===== config.mk =====
export PLATFORM = sky130hd
export DESIGN_NAME = uart_cmd_rx_flat
export DESIGN_NICKNAME = d
export VERILOG_FILES = /design/src/rtl/uart_cmd_rx_pkg.sv /design/src/rtl/uart_cmd_rx_if.sv /design/src/rtl/uart_rx_byte.sv /design/src/rtl/uart_cmd_rx.sv /design/src/flat_wrapper.sv
export SDC_FILE = /design/constraint.sdc
export NUM_CORES = 1
export LEC_CHECK = 0
export CAP_MARGIN = 5
export CORE_MARGIN = 8
export CORE_UTILIZATION = 40
export DETAILED_ROUTE_END_ITERATION = 10
export PLACE_DENSITY_LB_ADDON = 0.15
export SYNTH_ARGS = -nofsm -noshare
export SYNTH_HDL_FRONTEND = slang
export SYNTH_SLANG_ARGS = --single-unit

===== constraint.sdc =====
create_clock -name clk -period 3.7 [get_ports clk]
set_input_delay 0.74 -clock clk [delete_from_list [all_inputs] [get_ports clk]]
set_output_delay 0.74 -clock clk [all_outputs]
set_load 0.05 [all_outputs]

===== src/rtl/uart_cmd_rx_pkg.sv =====
// Shared types and command codes for the UART command receiver.
// Imported by the interface, the byte receiver and the framer.
package uart_cmd_pkg;

    localparam logic [7:0] CMD_INSTR = 8'h00;
    localparam logic [7:0] CMD_RUN   = 8'h02;

    typedef enum logic [2:0] {
        R_IDLE,
        R_START,
        R_DATA,
        R_STOP,
        R_WAIT_HIGH
    } rx_state_e;

    typedef enum logic [1:0] {
        F_IDLE,
        F_INSTR,
        F_DATA
    } fr_state_e;

endpackage


===== src/rtl/uart_cmd_rx_if.sv =====
// Signal bundle between the board/CPU side and the UART command receiver.
// Every strobe is a one-cycle valid with no ready: the consumer must take word_out on the pulse cycle.
interface uart_cmd_rx_if;
    import uart_cmd_pkg::*;

    logic        rx;
    logic        data_req;
    logic [31:0] word_out;
    logic        instr_valid;
    logic        data_valid;
    logic        run_pulse;
    logic        frame_err;
    logic        cmd_err;
    logic        busy;
    rx_state_e   dbg_rx_state;
    fr_state_e   dbg_fr_state;

    modport slave (
        input  rx, data_req,
        output word_out, instr_valid, data_valid, run_pulse, frame_err, cmd_err, busy,
        output dbg_rx_state, dbg_fr_state
    );

    modport master (
        output rx, data_req,
        input  word_out, instr_valid, data_valid, run_pulse, frame_err, cmd_err, busy,
        input  dbg_rx_state, dbg_fr_state
    );

endinterface


===== src/rtl/uart_rx_byte.sv =====
// 8N1 byte receiver with a 2-flop input synchroniser.
// byte_valid and frame_err are registered one-cycle pulses; byte_data holds the last byte shifted in.
module uart_rx_byte
    import uart_cmd_pkg::*;
#(
    parameter int CLKS_PER_BIT = 868
) (
    input  logic       clk,
    input  logic       reset,
    input  logic       rx,
    output logic       byte_valid,
    output logic [7:0] byte_data,
    output logic       frame_err,
    output rx_state_e  state_o
);

    localparam int CW = $clog2(CLKS_PER_BIT);
    localparam logic [CW-1:0] HALF_LAST = CW'(CLKS_PER_BIT / 2 - 1);
    localparam logic [CW-1:0] FULL_LAST = CW'(CLKS_PER_BIT - 1);

    logic [1:0]    sync_q;
    logic          rx_s;
    rx_state_e     state_q, state_d;
    logic [CW-1:0] cnt_q, cnt_d;
    logic [2:0]    bit_q, bit_d;
    logic [7:0]    shift_q, shift_d;
    logic          valid_q, valid_d;
    logic          ferr_q, ferr_d;

    assign rx_s = sync_q[1];

    always_comb begin
        state_d = state_q;
        cnt_d   = cnt_q + 1'b1;
        bit_d   = bit_q;
        shift_d = shift_q;
        valid_d = 1'b0;
        ferr_d  = 1'b0;
        case (state_q)
            R_IDLE: begin
                cnt_d = '0;
                bit_d = '0;
                if (!rx_s) state_d = R_START;
            end
            R_START: begin
                if (cnt_q == HALF_LAST) begin
                    cnt_d   = '0;
                    state_d = rx_s ? R_IDLE : R_DATA;
                end
            end
            R_DATA: begin
                if (cnt_q == FULL_LAST) begin
                    cnt_d   = '0;
                    shift_d = {rx_s, shift_q[7:1]};
                    bit_d   = bit_q + 3'd1;
                    if (bit_q == 3'd7) state_d = R_STOP;
                end
            end
            R_STOP: begin
                if (cnt_q == FULL_LAST) begin
                    cnt_d = '0;
                    if (rx_s) begin
                        valid_d = 1'b1;
                        state_d = R_IDLE;
                    end else begin
                        ferr_d  = 1'b1;
                        state_d = R_WAIT_HIGH;
                    end
                end
            end
            R_WAIT_HIGH: begin
                // A held-low line (break) must go high before a new start bit counts.
                cnt_d = '0;
                if (rx_s) state_d = R_IDLE;
            end
            default: begin
                cnt_d   = '0;
                state_d = R_IDLE;
            end
        endcase
    end

    always_ff @(posedge clk) begin
        if (reset) begin
            sync_q  <= 2'b11;
            state_q <= R_IDLE;
            cnt_q   <= '0;
            bit_q   <= '0;
            shift_q <= '0;
            valid_q <= 1'b0;
            ferr_q  <= 1'b0;
        end else begin
            sync_q  <= {sync_q[0], rx};
            state_q <= state_d;
            cnt_q   <= cnt_d;
            bit_q   <= bit_d;
            shift_q <= shift_d;
            valid_q <= valid_d;
            ferr_q  <= ferr_d;
        end
    end

    assign byte_valid = valid_q;
    assign byte_data  = shift_q;
    assign frame_err  = ferr_q;
    assign state_o    = state_q;

endmodule


===== src/rtl/uart_cmd_rx.sv =====
// UART loader front end: frames received bytes into instruction words, data words and run requests.
// All strobes leave from registers and at most one of them is high in any cycle.
module uart_cmd_rx
    import uart_cmd_pkg::*;
#(
    parameter int CLKS_PER_BIT   = 868,
    parameter int TIMEOUT_CYCLES = 1000000
) (
    input logic          clk,
    input logic          reset,
    uart_cmd_rx_if.slave bus
);

    localparam int TW = $clog2(TIMEOUT_CYCLES + 1);
    localparam logic [TW-1:0] TMO_LAST = TW'(TIMEOUT_CYCLES - 1);

    logic       byte_valid;
    logic [7:0] byte_data;
    logic       rx_ferr;
    rx_state_e  rx_state;

    uart_rx_byte #(
        .CLKS_PER_BIT(CLKS_PER_BIT)
    ) u_rx_byte (
        .clk       (clk),
        .reset     (reset),
        .rx        (bus.rx),
        .byte_valid(byte_valid),
        .byte_data (byte_data),
        .frame_err (rx_ferr),
        .state_o   (rx_state)
    );

    fr_state_e     fr_q, fr_d;
    logic [1:0]    k_q, k_d;
    logic [23:0]   shift_q, shift_d;
    logic [31:0]   word_q, word_d;
    logic [TW-1:0] tmo_q, tmo_d;
    logic          iv_q, iv_d;
    logic          dv_q, dv_d;
    logic          run_q, run_d;
    logic          ferr_q, ferr_d;
    logic          cerr_q, cerr_d;

    always_comb begin
        fr_d    = fr_q;
        k_d     = k_q;
        shift_d = shift_q;
        word_d  = word_q;
        tmo_d   = tmo_q + 1'b1;
        iv_d    = 1'b0;
        dv_d    = 1'b0;
        run_d   = 1'b0;
        ferr_d  = rx_ferr;
        cerr_d  = 1'b0;
        case (fr_q)
            F_IDLE: begin
                tmo_d = '0;
                if (byte_valid) begin
                    // A pending CPU data load claims the byte before command decode.
                    if (bus.data_req) begin
                        shift_d[7:0] = byte_data;
                        k_d          = 2'd1;
                        fr_d         = F_DATA;
                    end else if (byte_data == CMD_INSTR) begin
                        k_d  = 2'd0;
                        fr_d = F_INSTR;
                    end else if (byte_data == CMD_RUN) begin
                        run_d = 1'b1;
                    end else begin
                        cerr_d = 1'b1;
                    end
                end
            end
            F_INSTR, F_DATA: begin
                if (byte_valid) begin
                    tmo_d = '0;
                    k_d   = k_q + 2'd1;
                    case (k_q)
                        2'd0:    shift_d[7:0]   = byte_data;
                        2'd1:    shift_d[15:8]  = byte_data;
                        2'd2:    shift_d[23:16] = byte_data;
                        default: begin
                            word_d = {byte_data, shift_q};
                            iv_d   = (fr_q == F_INSTR);
                            dv_d   = (fr_q == F_DATA);
                            fr_d   = F_IDLE;
                        end
                    endcase
                end else if (rx_ferr) begin
                    fr_d = F_IDLE;
                end else if (tmo_q == TMO_LAST) begin
                    cerr_d = 1'b1;
                    fr_d   = F_IDLE;
                end
            end
            default: begin
                fr_d = F_IDLE;
            end
        endcase
    end

    always_ff @(posedge clk) begin
        if (reset) begin
            fr_q    <= F_IDLE;
            k_q     <= '0;
            shift_q <= '0;
            word_q  <= '0;
            tmo_q   <= '0;
            iv_q    <= 1'b0;
            dv_q    <= 1'b0;
            run_q   <= 1'b0;
            ferr_q  <= 1'b0;
            cerr_q  <= 1'b0;
        end else begin
            fr_q    <= fr_d;
            k_q     <= k_d;
            shift_q <= shift_d;
            word_q  <= word_d;
            tmo_q   <= tmo_d;
            iv_q    <= iv_d;
            dv_q    <= dv_d;
            run_q   <= run_d;
            ferr_q  <= ferr_d;
            cerr_q  <= cerr_d;
        end
    end

    assign bus.word_out     = word_q;
    assign bus.instr_valid  = iv_q;
    assign bus.data_valid   = dv_q;
    assign bus.run_pulse    = run_q;
    assign bus.frame_err    = ferr_q;
    assign bus.cmd_err      = cerr_q;
    assign bus.busy         = (fr_q != F_IDLE);
    assign bus.dbg_rx_state = rx_state;
    assign bus.dbg_fr_state = fr_q;

endmodule


===== src/flat_wrapper.sv =====
// flat-port wrapper written by rule: the top's interface ports become plain ports
module uart_cmd_rx_flat import uart_cmd_pkg::*;
#(
    parameter int CLKS_PER_BIT   = 868,
    parameter int TIMEOUT_CYCLES = 1000000
)
  (clk, reset, bus_rx, bus_data_req, bus_word_out, bus_instr_valid, bus_data_valid, bus_run_pulse, bus_frame_err, bus_cmd_err, bus_busy, bus_dbg_rx_state, bus_dbg_fr_state);
  uart_cmd_rx_if bus_i ();
  input logic clk;
  input logic reset;
  input wire logic [$bits(bus_i.rx)-1:0] bus_rx;
  input wire logic [$bits(bus_i.data_req)-1:0] bus_data_req;
  output wire logic [$bits(bus_i.word_out)-1:0] bus_word_out;
  output wire logic [$bits(bus_i.instr_valid)-1:0] bus_instr_valid;
  output wire logic [$bits(bus_i.data_valid)-1:0] bus_data_valid;
  output wire logic [$bits(bus_i.run_pulse)-1:0] bus_run_pulse;
  output wire logic [$bits(bus_i.frame_err)-1:0] bus_frame_err;
  output wire logic [$bits(bus_i.cmd_err)-1:0] bus_cmd_err;
  output wire logic [$bits(bus_i.busy)-1:0] bus_busy;
  output wire logic [$bits(bus_i.dbg_rx_state)-1:0] bus_dbg_rx_state;
  output wire logic [$bits(bus_i.dbg_fr_state)-1:0] bus_dbg_fr_state;
  assign bus_i.rx = bus_rx;
  assign bus_i.data_req = bus_data_req;
  assign bus_word_out = bus_i.word_out;
  assign bus_instr_valid = bus_i.instr_valid;
  assign bus_data_valid = bus_i.data_valid;
  assign bus_run_pulse = bus_i.run_pulse;
  assign bus_frame_err = bus_i.frame_err;
  assign bus_cmd_err = bus_i.cmd_err;
  assign bus_busy = bus_i.busy;
  assign bus_dbg_rx_state = bus_i.dbg_rx_state;
  assign bus_dbg_fr_state = bus_i.dbg_fr_state;
  uart_cmd_rx #(.CLKS_PER_BIT(CLKS_PER_BIT), .TIMEOUT_CYCLES(TIMEOUT_CYCLES)) u_core (.clk(clk), .reset(reset), .bus(bus_i));
endmodule

### After elaboration in Yosys (flattened, before gate mapping)

Index checks and enable logic that the tools add are counted.

| word-level totals | value |
|---|---|
| bits in registers | 113 |
| input port bits | 4 |
| output and inout port bits | 43 |
| word-level logic and storage cells | 122 |

| cells by class | value |
|---|---|
| $add $sub $neg | 4 |
| equal/unequal tests | 26 |
| mux-type cells | 45 |
| bitwise logic cells | 6 |
| reduce and logical (&&, ||, !) cells | 22 |

Operators by type and width:

| kind | number |
|---|---|
| case mux 20 bit (2 select lines) | 1 |
| 2-to-1 mux 8 bit | 4 |
| 2-to-1 mux 2 bit | 12 |
| 2-to-1 mux 3 bit | 8 |
| adder 20 x 1 -> 20 bit (second input constant) | 1 |
| == test 20 bit (second input constant) | 1 |
| 2-to-1 mux 10 bit | 2 |
| 2-to-1 mux 20 bit | 1 |
| != test 2 bit (second input constant) | 10 |
| case mux 10 bit (2 select lines) | 1 |
| case mux 8 bit (2 select lines) | 1 |
| case mux 3 bit (5 select lines) | 1 |
| adder 10 x 1 -> 10 bit (second input constant) | 1 |
| == test 10 bit (second input constant) | 1 |
| == test 10 x 9 -> 1 bit (second input constant) | 1 |
| 2-to-1 mux 1 bit | 10 |
| AND reduction 3 bit | 3 |
| == test 8 x 2 -> 1 bit (second input constant) | 1 |
| zero test 8 bit | 1 |
| case mux 2 bit (2 select lines) | 2 |
| AND reduction 4 bit | 2 |
| == test 3 x 2 -> 1 bit (second input constant) | 2 |
| == test 3 bit (second input constant) | 2 |
| inverter 1 bit | 6 |
| 20 further kinds | 28 |

### Depth between registers and ports, before layout

Gate-level depths: netlist (run 1).

| logic depth | value |
|---|---|
| depth in word-level cells | 6 |
| gate-level depth with buffers | 8 |
| depth with buffers taken out | 7 |

### Modules after synthesis

A second synthesis (run 1) with hierarchy kept.

| unflattened totals | value |
|---|---|
| cell total of the unflattened synthesis | 531 |
| area total of the unflattened synthesis | 4,695.8 um^2 |

Modules (own cells, without submodules):

| module | times used | cells each | area an instance (um^2) | seq. area each (um^2) |
|---|---|---|---|---|
| uart_cmd_rx | 1 | 405 | 3,478.3 | 1,701.6 |
| uart_rx_byte | 1 | 126 | 1,217.4 | 560.5 |

### Worst setup path before layout (run 1)

Ideal clock, no wire load.

| path | value |
|---|---|
| kind | reg2reg |
| start | register u_core.fr_q[0], in the netlist u_core.bus.dbg_fr_state[0] |
| end | register u_core.shift_q[1] |
| setup time | 0.128 ns |
| arrival | 2.279 ns |
| data required time | 3.572 ns |
| slack | 1.293 ns |
| stages on the path, launching flop included | 8 |
| buffers on the path | 0 |
| period minus slack after synthesis | 2.407 ns |
| cells stage by stage | dfxtp_1 -> inv_1 -> ha_1 -> nor2_1 -> nor2_1 -> a2111oi_4 -> mux2i_1 -> nor2_1 |

| on the way | value |
|---|---|
| longest elaborated chain between the ends | 4 |
| elaborated cells on any way between the ends | 11 |
| classes of those cells | eq/ne (6); mux (1); reduce/logical (4) |

Ends and longest elaborated chain:

| item | RTL line | text |
|---|---|---|
| start, declared | uart_cmd_rx.sv:34 | `fr_state_e fr_q, fr_d;` |
| start signal, assigned | uart_cmd_rx.sv:116 | `fr_q <= fr_d;` |
| == test 2 bit / == test 2 x 1 -> 1 bit (equally long branches) | uart_cmd_rx.sv:56 | `case (fr_q)` |
| OR reduction 2 bit | uart_cmd_rx.sv:56 |  |
| != test 2 bit (no line) / nonzero test 2 bit (equally long branches) | -- |  |
| AND reduction 5 bit (no line) | -- |  |
| end signal, assigned | uart_cmd_rx.sv:118 | `shift_q <= shift_d;` |
| end, declared | uart_cmd_rx.sv:36 | `logic [23:0] shift_q, shift_d;` |

Several ways; a longest one is shown, not always the timed one.
A chain may end at the register's enable or synchronous reset.

### Worst setup path in the final report (run 1)

| path | value |
|---|---|
| start | register u_core.fr_q[0], in the netlist u_core.bus.dbg_fr_state[0] |
| end | output port bus_busy |

| on the way | value |
|---|---|
| longest elaborated chain between the ends | 1 |

Ends and longest elaborated chain:

| item | RTL line | text |
|---|---|---|
| nonzero test 2 bit | uart_cmd_rx.sv:135 | `assign bus.busy = (fr_q != F_IDLE);` |
| end, declared | flat_wrapper.sv:19 | `output wire logic [$bits(bus_i.busy)-1:0] bus_busy;` |

Every way passes these cells.

==> results of run 1 <==
==> final cells by class <==
class,instances,area [sq um]
well taps,143,179
repair buffers,50,485
inverters,13,48.8
clock inverters,10,111
clock buffers,21,460
flip-flops and latches,113,2260
fillers,1072,5580
multi-input cells,368,2140
==> where the power goes <==
group	internal [uW]	switching, uW
clock network	1020	539
registers	1220	3.21
logic	9.75	23.8
==> cell usage after synthesis (2+ instances only) <==
cell type    n
nand2_1     88
nor3_1       4
nor4_1       3
nor2b_1      5
ha_1        13
xnor2_1     12
or3_1        7
dfxtp_1    113
a21oi_1     50
o21ai_0      7
inv_1       13
nor2_1      67
or2_2        3
or4_1        2
nand4b_1     4
clkbuf_1    24
a211oi_1     2
and3_1       8
mux2i_1     24
and2_1       2
nand4_1      7
nand2b_1     4
xor2_1      11
nand3_1     25
==> sequential cells by signal, summed over array words and instances, names as in the netlist <==
register                     flops
u_core.bus.cmd_err               1
u_core.bus.data_valid            1
u_core.bus.dbg_fr_state          2
u_core.bus.frame_err             1
u_core.bus.instr_valid           1
u_core.bus.run_pulse             1
u_core.bus.word_out             32
u_core.k_q                       2
u_core.shift_q                  24
u_core.tmo_q                    20
u_core.u_rx_byte.bit_q           3
u_core.u_rx_byte.byte_data       8
u_core.u_rx_byte.byte_valid      1
u_core.u_rx_byte.cnt_q          10
u_core.u_rx_byte.frame_err       1
u_core.u_rx_byte.state_o         3
u_core.u_rx_byte.sync_q          2
==> cells by family after synthesis <==
kind of cell	Yosys count	share of synthesized area, %
buf+inv	39	3.24
flops	113	49.7
fa+ha+maj	13	3.57
xor+xnor	23	4.43
simple gates	237	24.0
mux	26	5.77
compound gates	69	9.26
==> through the flow <==
step	setup WS [ps]	utilization [%]	instance area (sq um)	power, uW
finish	888	50.5	5690	2810
global route	757	50.5	5690	2900
CTS	883	50.5	5690	2850
detailed placement	1050	45.4	5120	1280
global placement	1110	45.4	5120	1280
floorplan	1290	-	4550	1270
==> path summary, 6_finish.rpt <==
path	start	cells past startpoint	slack, ps	end
worst min-delay path	u_core.u_rx_byte.sync_q[0]	1	420	u_core.u_rx_byte.sync_q[1]
worst max-delay path	u_core.bus.dbg_fr_state[0]	4	890	bus_busy
worst max register to register	u_core.bus.dbg_fr_state[0]	7	1180	u_core.shift_q[5]
worst min register to register	u_core.u_rx_byte.sync_q[0]	1	420	u_core.u_rx_byte.sync_q[1]
==> routing by layer <==
layer | share of wire (%) | vias up
li1 | - | 1852
met1 | 47 | 1677
met2 | 47 | 48
met3 | 4.4 | 10
met4 | 1.2 | 0
met5 | 0 | -
==> metrics, run 1 <==
Slew @ Worst Pin 786 ps; top cells by area, synth dfxtp_1 (50%), nand2_1 (7.3%), nor2_1 (5.5%); Site Rows 39; WL/cell 13.4 um; Critical Path RT 2960 ps; Inst Count DP 687; Die X 123 um; postcts setup bufs 0; Initial Util 40.4%; hpwl dp 6490 um; Routed Antenna Nets 0; Core Footprint 0.0113 sq mm; CP Launch Type flip-flop; TritonCTS clock tree done; EDFF count, synth 0; Layout Cells excl Fill 718; Pre-antenna DRT Iters 4; Netlist Area Pre-Place 0.00455 sq mm; CP Buf/Inv Count 3; die height 123 um; worst hold slack 416 ps; largest net degree at the start of global routing 60; Ys Warns 0; Post-Route Setup TNS 0 ps; Nets 580; CP top delay family buffers and inverters; Slowest-stage cell, CP clkdlybuf4s50_1; worst-skew pair later-pin latency 410 ps; CTS Hold Bufs 0; Worst Setup End Kind output port; gr usage total 13.4%; Max FO, Critical Path 5; met1 Use GR 15.8%; Synth Area per Inst 8.75 sq um; Hold WC Path Type reg2reg; DRC viols 0; Most common cell on crit path inv_1; GP Congestion 0.803; die area 0.0150 sq mm; RSZ-0062 raised after global routing false; vias in the first global route 3468; fmax 356 MHz; Syn-to-layout area delta 25.0%; via total after detailed routing 3587; most common flop cell mapped by yosys dfxtp_1; distinct cell type count after synthesis 46; status completed; CTS Buffer Depth 2; Ant. Diodes 0; Max Clock Skew 6.60 ps; IO Port Bufs 46; Setup Crit Path Kind reg2out; Peak supply drop 0.318 mV; Yosys top cell by area dfxtp_1; iteration-0 DRC count of the detailed router 197; #FFs+latches synth 113; CTS Root Cell clkbuf_16; final setup vio count 0; TritonCTS Buffers 17; Cells after Synth 520; min Tclk post-route 2810 ps; crit path cell chain inv_1, ha_1, inv_1, clkdlybuf4s50_1; crit path DAT 2070 ps; final WL 9620 um; final worst-path cycle share 76.0%; commonest non-fill, non-tap cell in the layout dfxtp_1; Slew Limit Fails 0; Global Route met3 Usage 3.91%; ys async rst share 0%; vias per cell 5.00; met2 GRT Util 22.3%; CTS resizes 0; Clock transition at path regs 50 ps; PD cells 494 mW/mm^2; global route hottest layer met2; MaxCap Viol Count 0; clk sink count 113; commonest non-fill, non-tap cells in the layout dfxtp_1 (113), nand2_1 (88), nor2_1 (67); sequential fraction of the synthesis area 49.7%; Worst path max stage delay 820 ps; Final Hold Vio Count 0; initial antenna violation count 0; Syn Nets 537; # H-tree levels 4; IO Pins 47; Synth top area share 49.7%; share of layout cells above drive strength 1 7.65%; first-pass GRT wire length 16300 um; Leakage 0.00206 uW; relative slew slack 47.6%; GR Overflow Total 0
No activity file was read; power rests on OpenSTA's default activity.
==> inputs of run 2 (changes only) <==
clock period = 2.52 ns   (was 3.7 ns; I/O delays follow)
==> run 2 against run 1 <==
Net effect:
- die area did not move
- routed wire length is 1.2% higher
- clock power rose by 52%
- count of clock-buffer cells in the layout is 4 higher
- global-route usage is 0.14 points higher
- cell area grew 0.81%
- power grew 50%
- worst setup slack got worse by 660 ps
- combinational power increased by 51%
- first-iteration DRC count grew 10%
- non-clock buffer count is 4 higher
- worst hold slack got worse by 11 ps
- critical path type unchanged
- critical endpoint is now bus_dbg_rx_state[0]
- highest routed layer unchanged
==> metrics, run 2 (same netlist as run 1, synthesis figures left out) <==
DRC viols 0; Inst Count DP 691; # H-tree levels 4; CP Buf/Inv Count 1; vias in the first global route 3470; crit path DAT 1790 ps; min Tclk post-route 2290 ps; final worst-path cycle share 90.9%; TritonCTS Buffers 17; Final Hold Vio Count 0; commonest non-fill, non-tap cell in the layout dfxtp_1; FILL cells 1080; worst-skew pair later-pin latency 400 ps; Peak supply drop 0.644 mV; CTS Root Cell clkbuf_16; Routed Antenna Nets 0; TritonCTS clock tree done; final WL 9730 um; die height 123 um; Slowest-stage cell, CP clkdlybuf4s50_1; die area 0.0150 sq mm; Post-Route Setup TNS 0 ps; Ant. Diodes 0; Leakage 0.00210 uW; IO Port Bufs 46; CP Launch Type flip-flop; Layout Cells excl Fill 721; Hold WC Path Type reg2reg; CTS Buffer Depth 2; commonest non-fill, non-tap cells in the layout dfxtp_1 (113), nand2_1 (88), nor2_1 (67); Critical Path RT 2020 ps; status completed; Syn-to-layout area delta 26.0%; PD cells 733 mW/mm^2; CP top delay family buffers and inverters; Slew @ Worst Pin 648 ps; Max Clock Skew 11.4 ps; Nets 584; vias per cell 5.00; largest net degree at the start of global routing 48; Core Util, Final 50.9%; WL/cell 13.5 um; Max FO, Critical Path 11; Core Footprint 0.0113 sq mm; crit path cell chain clkdlybuf4s50_1; clk sink count 113; share of layout cells above drive strength 1 8.30%; Worst path max stage delay 880 ps; Setup Crit Path Kind reg2out; relative slew slack 56.8%; gr usage total 13.6%; via total after detailed routing 3604; Pre-antenna DRT Iters 4; MaxCap Viol Count 0; Clock transition at path regs 50 ps; fmax 437 MHz; CTS Hold Bufs 0; GP Congestion 0.838; CTS resizes 0; Site Rows 39; Worst Setup End Kind output port; first-pass GRT wire length 16300 um; RSZ-0062 raised after global routing false; Initial Util 40.4%; initial antenna violation count 0; postcts setup bufs 0; area of the multi-input gates 0.00214 sq mm; max reg flops 32; Die X 123 um; final setup vio count 0; FF+latch area 0.00226 sq mm; IO Pins 47; Slew Limit Fails 0; iteration-0 DRC count of the detailed router 217; hpwl dp 6450 um; GR Overflow Total 0
[run 2: changes by cell type in the layout (fill, tap and decap cells not counted)]
cell | previous run | this run
clkinvlp_4 | 3 | 0
clkdlybuf4s50_1 | 45 | 44
clkinv_4 | 1 | 0
clkbuf_8 | 2 | 6
clkinv_2 | 4 | 3
buf_4 | 4 | 9
[run 2: layout make-up]
type	instances	area share, %
flip-flops and latches	113	39.4
multi-input cells	368	37.3
clock buffers	25	8.99
repair buffers	54	8.94
well taps	143	3.12
clock inverters	5	1.31
inverters	13	0.851
[run 2: report_power, final]
part / leakage [uW] / internal [uW] / switching, uW / total [uW]
combinational: 0.000896 / 15.3 / 35.2 / 50.6
sequential: 0.000910 / 1790 / 4.52 / 1800
clock: 0.000295 / 1590 / 763 / 2360
[run 2: worst reg2reg max path: cells and delay by family, from the launching register on]
| kind | cells | cell delay (ps) |
|---|---|---|
| and+or+nand+nor | 4 | 1020 |
| DFF | 1 | 390 |
| AOI/OAI and AO/OA | 1 | 300 |
| adders and majority gates | 1 | 250 |
[run 2: worst paths after layout]
kind	startpoint	endpoint	slack, ps	depth (start not counted)
setup / recovery	u_core.u_rx_byte.state_o[0]	bus_dbg_rx_state[0]	230	1
hold reg to reg	u_core.u_rx_byte.sync_q[0]	u_core.u_rx_byte.sync_q[1]	410	1
setup reg to reg	u_core.u_rx_byte.cnt_q[0]	u_core.u_rx_byte.cnt_q[2]	440	6
hold / removal	u_core.u_rx_byte.sync_q[0]	u_core.u_rx_byte.sync_q[1]	410	1
[run 2: routing by layer]
| layer | routed length [um] | vias up | track usage, % |
|---|---|---|---|
| li1 | - | 1853 | - |
| met1 | 4570 | 1672 | 16.0 |
| met2 | 4550 | 69 | 22.3 |
| met3 | 511 | 10 | 4.46 |
| met4 | 94 | 0 | 5.56 |
| met5 | 0 | - | 0 |
[run 2: stage by stage]
step / hold WS, ps / cell area [sq um] / setup WS (ps) / total power, uW
5_1_grt: 414 / 5740 / 164 / 4350
2_1_floorplan: 389 / 4550 / 113 / 1870
6_report: 405 / 5740 / 230 / 4210
3_3_place_gp: 395 / 5140 / 343 / 1880
4_1_cts: 405 / 5740 / 209 / 4260
3_5_place_dp: 393 / 5140 / 284 / 1880
==> inputs of run 3 (changes only) <==
CELL_PAD_IN_SITES_DETAIL_PLACEMENT = 1   (was unset)
CELL_PAD_IN_SITES_GLOBAL_PLACEMENT = 2   (was unset)
CORE_MARGIN = 3   (was 8)
CORE_UTILIZATION = 31   (was 40)
GPL_TIMING_DRIVEN = 1   (was unset)
==> run 3 against run 2 <==
Net effect:
- non-clock buffer count is 5 higher
- critical endpoint is now bus_dbg_rx_state[2]
- worst setup slack worse by 13 ps
- clock skew is 4.3 ps lower
- core utilization is 10 points lower
- power is 5.8% lower
- register-to-register slack worse by 60 ps
==> metrics, run 3 (same netlist as run 1, synthesis figures left out) <==
status completed; Peak supply drop 0.435 mV; GR Overflow Total 0; relative slew slack 59.0%; Worst R2R Path Depth 6; Layout Cells excl Fill 763; CTS Buffer Depth 2; max reg flops 32; clk sink count 113; via total after detailed routing 3623; Inst Count DP 733; gr usage total 14.4%; Worst Setup End Kind output port; iteration-0 DRC count of the detailed router 152; # H-tree levels 4; DRC viols 0; crit path cell chain clkdlybuf4s50_1; min Tclk post-route 2300 ps; Hold Path Depth 1; Pre-antenna DRT Iters 4; hpwl dp 7450 um; vias in the first global route 3708; fmax 434 MHz; CTS Hold Bufs 0; Max Clock Skew 7.11 ps; flop-to-flop setup slack 380 ps; Setup Crit Path Kind reg2out; CP Depth 1; Site Rows 43; commonest non-fill, non-tap cells in the layout dfxtp_1 (113), nand2_1 (88), nor2_1 (67); Slowest-stage cell, CP clkdlybuf4s50_1; die height 127 um; vias per cell 4.75; Critical Path RT 2020 ps; worst-skew pair later-pin latency 410 ps; Final Hold Vio Count 0; Syn-to-layout area delta 26.4%; TritonCTS clock tree done; CP Buf/Inv Count 1; Clock transition at path regs 50 ps; WL/cell 14.5 um; Ant. Diodes 0; final worst-path cycle share 91.4%; Die X 127 um; Post-Route Setup TNS 0 ps; Worst path max stage delay 880 ps; share of layout cells above drive strength 1 8.92%; initial antenna violation count 0; Nets 589; PD cells 689 mW/mm^2; commonest non-fill, non-tap cell in the layout dfxtp_1; TritonCTS Buffers 17; IO Pins 47; Max FO, Critical Path 11; CTS resizes 0; postcts setup bufs 0; GP Congestion 0.824; Slew Limit Fails 0; first-pass GRT wire length 18600 um; Core Footprint 0.0141 sq mm; final setup vio count 0; RSZ-0062 raised after global routing false; die area 0.0162 sq mm; final WL 11000 um; crit path DAT 1800 ps; Initial Util 32.3%; IO Port Bufs 46; Leakage 0.00209 uW; Hold WC Path Type reg2reg; Slew @ Worst Pin 609 ps; CTS Root Cell clkbuf_16; MaxCap Viol Count 0; CP top delay family buffers and inverters; largest net degree at the start of global routing 37; Routed Antenna Nets 0; CP Launch Type flip-flop
-- run 3: cell count changes in the layout (fill, tap and decap cells not counted) --
| cell | delta |
|---|---|
| clkbuf_1 | +1 |
| bufinv_16 | -2 |
| clkinvlp_4 | +1 |
| clkbuf_8 | -2 |
| buf_4 | +5 |
| clkinv_2 | +2 |
-- run 3: worst paths after layout --
check	from	endpoint
worst max-delay path	u_core.u_rx_byte.state_o[2]	bus_dbg_rx_state[2]
worst min-delay path	u_core.u_rx_byte.sync_q[0]	u_core.u_rx_byte.sync_q[1]
worst max register to register	u_core.u_rx_byte.cnt_q[0]	u_core.u_rx_byte.state_o[2]
worst min register to register	u_core.u_rx_byte.sync_q[0]	u_core.u_rx_byte.sync_q[1]
-- run 3: final cells by class --
type | instances | area (sq um)
clock inverters | 6 | 32.5
clock buffers | 24 | 492
repair buffers | 59 | 551
fillers | 1669 | 8340
flip-flops and latches | 113 | 2260
inverters | 13 | 48.8
well taps | 180 | 225
multi-input cells | 368 | 2140
-- run 3: per-layer routing --
| layer | share of wire (%) | global-route usage [%] | up-vias |
|---|---|---|---|
| met3 | 3.2 | 4.35 | 16 |
| li1 | - | - | 1849 |
| met4 | 1.7 | 5.55 | 0 |
| met2 | 47 | 23.4 | 43 |
| met1 | 48 | 18.0 | 1715 |
| met5 | 0 | 0 | - |
-- run 3: stage by stage --
step / instance area [sq um] / hold slack [ps] / utilization, % / power, uW / setup slack (ps)
after global placement: 5230 / 396 / 37.1 / 1890 / 334
after CTS: 5750 / 427 / 40.8 / 4030 / 193
after detailed placement: 5230 / 411 / 37.1 / 1890 / 286
final: 5750 / 421 / 40.8 / 3960 / 217
after floorplan: 4550 / 389 / - / 1870 / 113
after global routing: 5750 / 441 / 40.8 / 4140 / 120
-- run 3: where the power goes --
group / switching (uW) / total [uW] / internal, uW / leakage [uW]
clock: 773 / 2110 / 1340 / 0.000261
sequential: 2.05 / 1790 / 1790 / 0.000910
combinational: 40.5 / 57.3 / 16.8 / 0.000922
